## config.mk

```make
export PLATFORM = sky130hd
export DESIGN_NAME = multdiv_unit_flat
export DESIGN_NICKNAME = d
export VERILOG_FILES = /design/src/rtl/multdiv_pkg.sv /design/src/rtl/multdiv_if.sv /design/src/rtl/multdiv_ctr.sv /design/src/rtl/multdiv_unit.sv /design/src/flat_wrapper.sv
export SDC_FILE = /design/constraint.sdc
export NUM_CORES = 1
export LEC_CHECK = 0
export BUFFER_PORTS_ARGS = -buffer_cell sky130_fd_sc_hd__clkbuf_2
export CORE_MARGIN = 2
export CORE_UTILIZATION = 56
export DETAILED_ROUTE_END_ITERATION = 7
export PLACE_DENSITY = 0.78
export SLEW_MARGIN = 20
export SYNTH_ARGS = -nofsm -noshare
export SYNTH_HDL_FRONTEND = slang
export SYNTH_HIERARCHICAL = 1
export SYNTH_SLANG_ARGS = --single-unit
```

## constraint.sdc

```tcl
create_clock -name clk -period 6.28 [get_ports clk]
set_input_delay 0.942 -clock clk [delete_from_list [all_inputs] [get_ports clk]]
set_output_delay 0.942 -clock clk [all_outputs]
set_load 0.02 [all_outputs]
```

## src/rtl/multdiv_pkg.sv

```systemverilog
// Shared types and constants for the iterative signed multiply/divide unit.
package multdiv_pkg;

  localparam int WIDTH = 32;
  localparam int ITER  = 32;
  localparam int CNT_W = 6;

  localparam logic [WIDTH-1:0] INT_MIN = {1'b1, {(WIDTH-1){1'b0}}};

  typedef enum logic [1:0] {
    S_IDLE = 2'd0,
    S_MULT = 2'd1,
    S_DIV  = 2'd2,
    S_DONE = 2'd3
  } state_e;

  typedef enum logic [1:0] {
    BOOTH_NONE = 2'b00,
    BOOTH_ADD  = 2'b01,
    BOOTH_SUB  = 2'b10
  } booth_op_e;

  // Booth recoding of the pair {Q[0], q-1}; 00 and 11 both mean "no operation".
  function automatic booth_op_e booth_decode(input logic q0, input logic q_m1);
    case ({q0, q_m1})
      2'b01:   return BOOTH_ADD;
      2'b10:   return BOOTH_SUB;
      default: return BOOTH_NONE;
    endcase
  endfunction

endpackage

```

## src/rtl/multdiv_if.sv

```systemverilog
// Start/operand/result bundle between the execute-stage issue logic and the multdiv unit.
interface multdiv_if;
  import multdiv_pkg::*;

  logic             ctrl_mult;
  logic             ctrl_div;
  logic [WIDTH-1:0] operand_a;
  logic [WIDTH-1:0] operand_b;
  logic [WIDTH-1:0] result;
  logic             result_rdy;
  logic             exception;
  logic             busy;

  modport master (
    output ctrl_mult, ctrl_div, operand_a, operand_b,
    input  result, result_rdy, exception, busy
  );

  modport slave (
    input  ctrl_mult, ctrl_div, operand_a, operand_b,
    output result, result_rdy, exception, busy
  );

endinterface

```

## src/rtl/multdiv_ctr.sv

```systemverilog
// Iteration counter: synchronous clear, count enable, terminal count on the last step.
module multdiv_ctr
  import multdiv_pkg::*;
(
  input  logic clk,
  input  logic clr_i,
  input  logic en_i,
  output logic tc_o
);

  logic [CNT_W-1:0] cnt_q, cnt_d;

  always_comb begin
    cnt_d = en_i ? cnt_q + 1'b1 : cnt_q;
  end

  always_ff @(posedge clk) begin
    if (clr_i) cnt_q <= '0;
    else       cnt_q <= cnt_d;
  end

  assign tc_o = (cnt_q == CNT_W'(ITER - 1));

endmodule

```

## src/rtl/multdiv_unit.sv

```systemverilog
// Iterative signed 32-bit multiply (radix-2 Booth) / divide (restoring) unit, fixed 33-cycle latency.
module multdiv_unit
  import multdiv_pkg::*;
(
  input  logic      clk,
  input  logic      clr,
  multdiv_if.slave  bus
);

  state_e           state_q, state_d;
  logic             start_mult, start_div, start;
  logic             iter, tc, fin_q;
  logic [WIDTH-1:0] a_q, b_q, acc_q, qr_q, result_q;
  logic             qm1_q, exc_q;
  logic [WIDTH-1:0] acc_d, qr_d, abs_a_in, abs_b, res_fin;
  logic             qm1_d, exc_fin;
  logic [WIDTH:0]   add_a, add_b, sum;
  logic             sub;
  booth_op_e        bop;

  assign start_mult = bus.ctrl_mult;
  assign start_div  = bus.ctrl_div & ~bus.ctrl_mult;
  assign start      = start_mult | start_div;

  // One extra cycle after the last step (fin_q) produces the signed/exception result.
  assign iter = ((state_q == S_MULT) || (state_q == S_DIV)) && !fin_q;

  multdiv_ctr u_ctr (
    .clk   (clk),
    .clr_i (clr | start),
    .en_i  (iter),
    .tc_o  (tc)
  );

  always_ff @(posedge clk) begin
    if (clr) state_q <= S_IDLE;
    else     state_q <= state_d;
  end

  always_comb begin
    state_d = state_q;
    if (start_mult)     state_d = S_MULT;
    else if (start_div) state_d = S_DIV;
    else begin
      case (state_q)
        S_MULT, S_DIV: if (fin_q) state_d = S_DONE;
        S_DONE:        state_d = S_IDLE;
        default:       state_d = S_IDLE;
      endcase
    end
  end

  always_comb begin
    bus.result_rdy = (state_q == S_DONE);
    bus.busy       = (state_q != S_IDLE);
  end

  assign bus.result    = result_q;
  assign bus.exception = exc_q;

  assign abs_a_in = bus.operand_a[WIDTH-1] ? -bus.operand_a : bus.operand_a;
  assign abs_b    = b_q[WIDTH-1] ? -b_q : b_q;
  assign bop      = booth_decode(qr_q[0], qm1_q);

  // NOTE: every always_comb output gets a default first so no path leaves it unassigned (no latch).
  always_comb begin
    add_a = '0;
    add_b = '0;
    sub   = 1'b0;
    if (state_q == S_MULT) begin
      add_a = {acc_q[WIDTH-1], acc_q};
      add_b = (bop == BOOTH_NONE) ? '0 : {a_q[WIDTH-1], a_q};
      sub   = (bop == BOOTH_SUB);
    end else begin
      add_a = {acc_q, qr_q[WIDTH-1]};
      add_b = {1'b0, abs_b};
      sub   = 1'b1;
    end
    sum = sub ? add_a - add_b : add_a + add_b;
  end

  // Booth keeps the 33-bit sum so the arithmetic shift sees the true sign after overflow.
  always_comb begin
    qm1_d = qr_q[0];
    if (state_q == S_MULT) begin
      acc_d = sum[WIDTH:1];
      qr_d  = {sum[0], qr_q[WIDTH-1:1]};
    end else if (!sum[WIDTH]) begin
      acc_d = sum[WIDTH-1:0];
      qr_d  = {qr_q[WIDTH-2:0], 1'b1};
    end else begin
      acc_d = add_a[WIDTH-1:0];
      qr_d  = {qr_q[WIDTH-2:0], 1'b0};
    end
  end

  always_comb begin
    res_fin = qr_q;
    exc_fin = 1'b0;
    if (state_q == S_MULT) begin
      exc_fin = !((&{acc_q, qr_q[WIDTH-1]}) || !(|{acc_q, qr_q[WIDTH-1]}));
    end else if (b_q == '0) begin
      res_fin = '0;
      exc_fin = 1'b1;
    end else if ((a_q == INT_MIN) && (&b_q)) begin
      res_fin = INT_MIN;
      exc_fin = 1'b1;
    end else if (a_q[WIDTH-1] ^ b_q[WIDTH-1]) begin
      res_fin = -qr_q;
    end
  end

  // NOTE: sequential state uses <= only, so every register samples pre-edge values of the others.
  // NOTE: the operand latches are reset too; cheap at this size and keeps post-clr state fully defined.
  always_ff @(posedge clk) begin
    if (clr) begin
      a_q      <= '0;
      b_q      <= '0;
      acc_q    <= '0;
      qr_q     <= '0;
      qm1_q    <= 1'b0;
      fin_q    <= 1'b0;
      result_q <= '0;
      exc_q    <= 1'b0;
    end else if (start) begin
      a_q   <= bus.operand_a;
      b_q   <= bus.operand_b;
      acc_q <= '0;
      qr_q  <= start_mult ? bus.operand_b : abs_a_in;
      qm1_q <= 1'b0;
      fin_q <= 1'b0;
    end else if (iter) begin
      acc_q <= acc_d;
      qr_q  <= qr_d;
      qm1_q <= qm1_d;
      fin_q <= tc;
    end else if (fin_q) begin
      result_q <= res_fin;
      exc_q    <= exc_fin;
      fin_q    <= 1'b0;
    end
  end

endmodule
```

## src/flat_wrapper.sv

```systemverilog
// flat-port wrapper written by rule: the top's interface ports become plain ports
module multdiv_unit_flat import multdiv_pkg::*;
  (clk, clr, bus_ctrl_mult, bus_ctrl_div, bus_operand_a, bus_operand_b, bus_result, bus_result_rdy, bus_exception, bus_busy);
  multdiv_if bus_i ();
  input  logic clk;
  input  logic clr;
  input wire logic [$bits(bus_i.ctrl_mult)-1:0] bus_ctrl_mult;
  input wire logic [$bits(bus_i.ctrl_div)-1:0] bus_ctrl_div;
  input wire logic [$bits(bus_i.operand_a)-1:0] bus_operand_a;
  input wire logic [$bits(bus_i.operand_b)-1:0] bus_operand_b;
  output wire logic [$bits(bus_i.result)-1:0] bus_result;
  output wire logic [$bits(bus_i.result_rdy)-1:0] bus_result_rdy;
  output wire logic [$bits(bus_i.exception)-1:0] bus_exception;
  output wire logic [$bits(bus_i.busy)-1:0] bus_busy;
  assign bus_i.ctrl_mult = bus_ctrl_mult;
  assign bus_i.ctrl_div = bus_ctrl_div;
  assign bus_i.operand_a = bus_operand_a;
  assign bus_i.operand_b = bus_operand_b;
  assign bus_result = bus_i.result;
  assign bus_result_rdy = bus_i.result_rdy;
  assign bus_exception = bus_i.exception;
  assign bus_busy = bus_i.busy;
  multdiv_unit u_core (.clk(clk), .clr(clr), .bus(bus_i));
endmodule
```

==> results.md <==
- # IOs: between 100 and 150
- Yosys warns: 6
- Peak VDD IR: between 0.15 and 0.2 mV
- Maximum Capacitance Violations: 0
- Fmax: 168 MHz
- DR DRC count: 0
- HP Start: u_core/bus.result[31]
- #FFs+latches synth: around 170
- Final setup viols: 0
- Measured slew at the worst slew-check pin: 0.950 ns
- RD Place Congestion: about 1.0
- Commonest non-fill, non-tap cell in the layout: nand2_1
- Clock Sinks: 171
- DRT Wirelength: ~46000 µm
- Netlist Area Pre-Place: roughly 0.014 mm²
- Reg-to-reg critical path endpoint: u_core/acc_q[2]
- NumNets Final: between 1.5k and 2k
- Largest net degree at the start of global routing: 92
- Met1 Resource Use GR: approximately 45%
- Main flop type after synthesis: dfxtp_1
- Static Leak: 6.04 nW
- Most frequent cells in the layout: nand2_1 (272), dfxtp_1 (169), nor2_1 (166)
- Final Max Slew Viols: 0
- Row count: 56
- Post-Place Setup Slack: about 0.26 ns
- Final hold violations: 0
- Vias/cell: about 6.5
- Routed WL per cell: around 21 µm
- Detailed Route Iter0 Violations: around 1.4k
- Grt total ovfl: 0
- Sequential area share after synthesis: approximately a quarter
- GR Util All Layers: between 30% and 40%
- Share of layout cells above drive strength 1: roughly 14%
- Core ar.: roughly 0.024 mm²
- Syn Nets: approximately 2.0k
- Mapped Avg Cell Area: roughly 7.4 µm²
- Reg-to-reg startpoint: u_core/b_q[3]
- Crit Path Max Fanout: 13
- I/O Buffers: between 100 and 150
- P&R area growth vs syn: 11.2%
- Met2 usage: 57.1%
- Startpoint class of the critical path: flip-flop
- Hold Path Class: flip-flop to flip-flop
- Full die area: 0.0255 mm²
- CTS Buf Count: 17
- Hold Path End: u_core/bus.result[31]
- Post-route insts no fill: between 2k and 2.5k
- Critical Path RT: around 6.6 ns
- FF-to-FF path depth: 19
- M3 GR Usage: approximately 5.4%
- Tmin final: 5.95 ns
- Die height: around 160 µm
- Critical path type: flip-flop to flip-flop
- DP HPWL: around 34000 µm
- Hold buffers post-CTS: 0
- Worst-skew pair later-pin latency: 0.45 ns
- GR peak layer: met2
- Routed via count: 14.5k
- Clock Skew: 0.0219 ns
- Starting Density: 57.5%
- Clk buf depth: 2
- Final worst-path cycle share: a little over nine tenths
- Hold Path Depth: 2
- Worst Slack Setup Final: between 0.3 and 0.4 ns
- Routed Antenna Nets: 0
- Placed cell count: about 2.2k
- Reg-to-reg slack, setup: around 0.33 ns
- Vias in the first global route: ~13k
- Initial antenna violation count: 0
- 1st-pass router iterations: 7
- H-tree Lvls: 4
- Worst slew margin: 36.2%
- CP Capture Type: flip-flop
- Asr flop ratio synth: 0%
- TritonCTS clock tree: done
- Cells after synthesis: 1834
- First-pass GRT wire length: just over 70000 µm
- Power density over the cells: around 220 mW/mm²
- CTS clk-pin slew, worst paths: ~0.08 ns
- # diodes: 0
- Post-synth EDFFs: 0
- Die X-Extent: between 150 and 200 µm
- Status: finished, final reports clean
- Post-synthesis cell type count: 93
- Root Driver: clkbuf_16
- Arrival @ worst endpoint: 6.24 ns
logic make-up after synthesis:
kind of cell    Yosys count  share of synthesized area [%]
mux                      87                           6.71
buf+inv                 174                           4.99
simple gates            732                           26.1
xor+xnor                127                           8.20
flops                   171                           25.2
fa+ha+maj                48                           4.48
compound gates          495                           24.3
metal layers:
metal | part of all wire, % | up-vias
met4 | 4.0 | 0
met1 | 42 | 6837
li1 | - | 6773
met3 | 8.1 | 107
met5 | 0 | -
met2 | 46 | 740
stage by stage:
step / setup TNS (ns) / util, % / cell area, µm² / power (W) / hold WS [ns]
CTS: 0 / 63.4 / 15000 / 0.00330 / 0.459
global route: -0.0602 / 63.9 / 15100 / 0.00348 / 0.491
detailed placement: 0 / 60.8 / 14400 / 0.00221 / 0.448
floorplan: 0 / - / 13600 / 0.00193 / 0.436
finish: 0 / 63.9 / 15100 / 0.00333 / 0.463
global placement: 0 / 60.8 / 14400 / 0.00220 / 0.445
worst max-delay path by stage:
stage	startpoint	end	slack (ns)
finish	u_core/b_q[3]	u_core/acc_q[2]	0.33
global route	u_core/b_q[3]	u_core/acc_q[5]	-0.05
CTS	u_core/b_q[3]	u_core/acc_q[12]	0.24
detailed placement	u_core/b_q[3]	u_core/acc_q[12]	0.26
global placement	u_core/b_q[3]	u_core/acc_q[5]	0.41
floorplan	u_core/state_q[0]	u_core/acc_q[22]	0.32
worst max-delay path, stage by stage (launching register included):
cell       delay (ns)
dfxtp_2          0.39
or4_4            0.58
or4_4            0.65
o41ai_1          0.46
mux2i_1          0.36
nand4bb_1        0.28
nor3_1           0.27
nand3_1          0.13
a21boi_2         0.18
xnor2_1          0.15
ha_1             0.33
and3_1           0.23
a22oi_1          0.17
a21oi_1          0.13
or2_2            0.30
o211ai_1         0.35
clkbuf_16        0.26
mux2_2           0.35
mux2i_1          0.14
o21ai_0          0.08
cell type report:
cell class | instances | area [µm²]
well taps | 319 | 399
inverters | 43 | 161
clock inverters | 15 | 189
repair buffers | 156 | 952
flip-flops and latches | 171 | 3430
multi-input cells | 1489 | 9540
clock buffers | 17 | 425
fillers | 2100 | 8520
where the power goes:
part	internal, W	switching, W	total (W)	leakage (nW)
Combinational	0.000392	0.000626	0.00102	4.35
Clock	0.000543	0.000557	0.00110	0.290
Sequential	0.00113	0.0000857	0.00122	1.40
registers in the layout, summed over array words and instances (netlist names), 2 cells and up:
name,count
u_core/a_q,32
u_core/acc_q,32
u_core/b_q,32
u_core/bus.result,32
u_core/qr_q,32
u_core/u_ctr/cnt_q,6
u_core/state_q,2
Yosys cell counts (all sizes together), types with 8 or more instances:
| master | count | area, µm² |
|---|---|---|
| o41ai | 11 | 123 |
| or3 | 22 | 143 |
| nor4 | 30 | 215 |
| or2 | 10 | 62.6 |
| a31oi | 20 | 131 |
| dfxtp | 171 | 3420 |
| a22oi | 26 | 195 |
| nand3 | 32 | 160 |
| ha | 47 | 588 |
| xnor2 | 63 | 552 |
| buf | 21 | 101 |
| o21ai | 87 | 435 |
| nand2b | 11 | 68.8 |
| a21oi | 160 | 801 |
| nor2b | 15 | 93.8 |
| inv | 39 | 146 |
| nand4 | 28 | 181 |
| clkbuf | 110 | 414 |
| xor2 | 64 | 561 |
| mux2i | 55 | 551 |
| or4 | 16 | 131 |
| mux2 | 32 | 360 |
| a22o | 12 | 105 |
| o31ai | 21 | 158 |
| a221oi | 26 | 228 |
| nor3b | 9 | 77.6 |
| and2 | 8 | 52.6 |
| and3 | 14 | 87.6 |
| nand2 | 273 | 1020 |
| nor2 | 167 | 627 |
| a21o | 20 | 150 |
| o211ai | 15 | 118 |
| o221ai | 9 | 78.8 |
| a211oi | 13 | 97.6 |
| nor3 | 70 | 350 |
repair_timing:
| item | CTS | global route |
|---|---|---|
| setup buffers | 0 | 8 |
| endpoints found under the setup margin | 0 | 30 |
| gates resized for setup | 0 | 11 |
No activity file was read; power rests on OpenSTA's default activity.
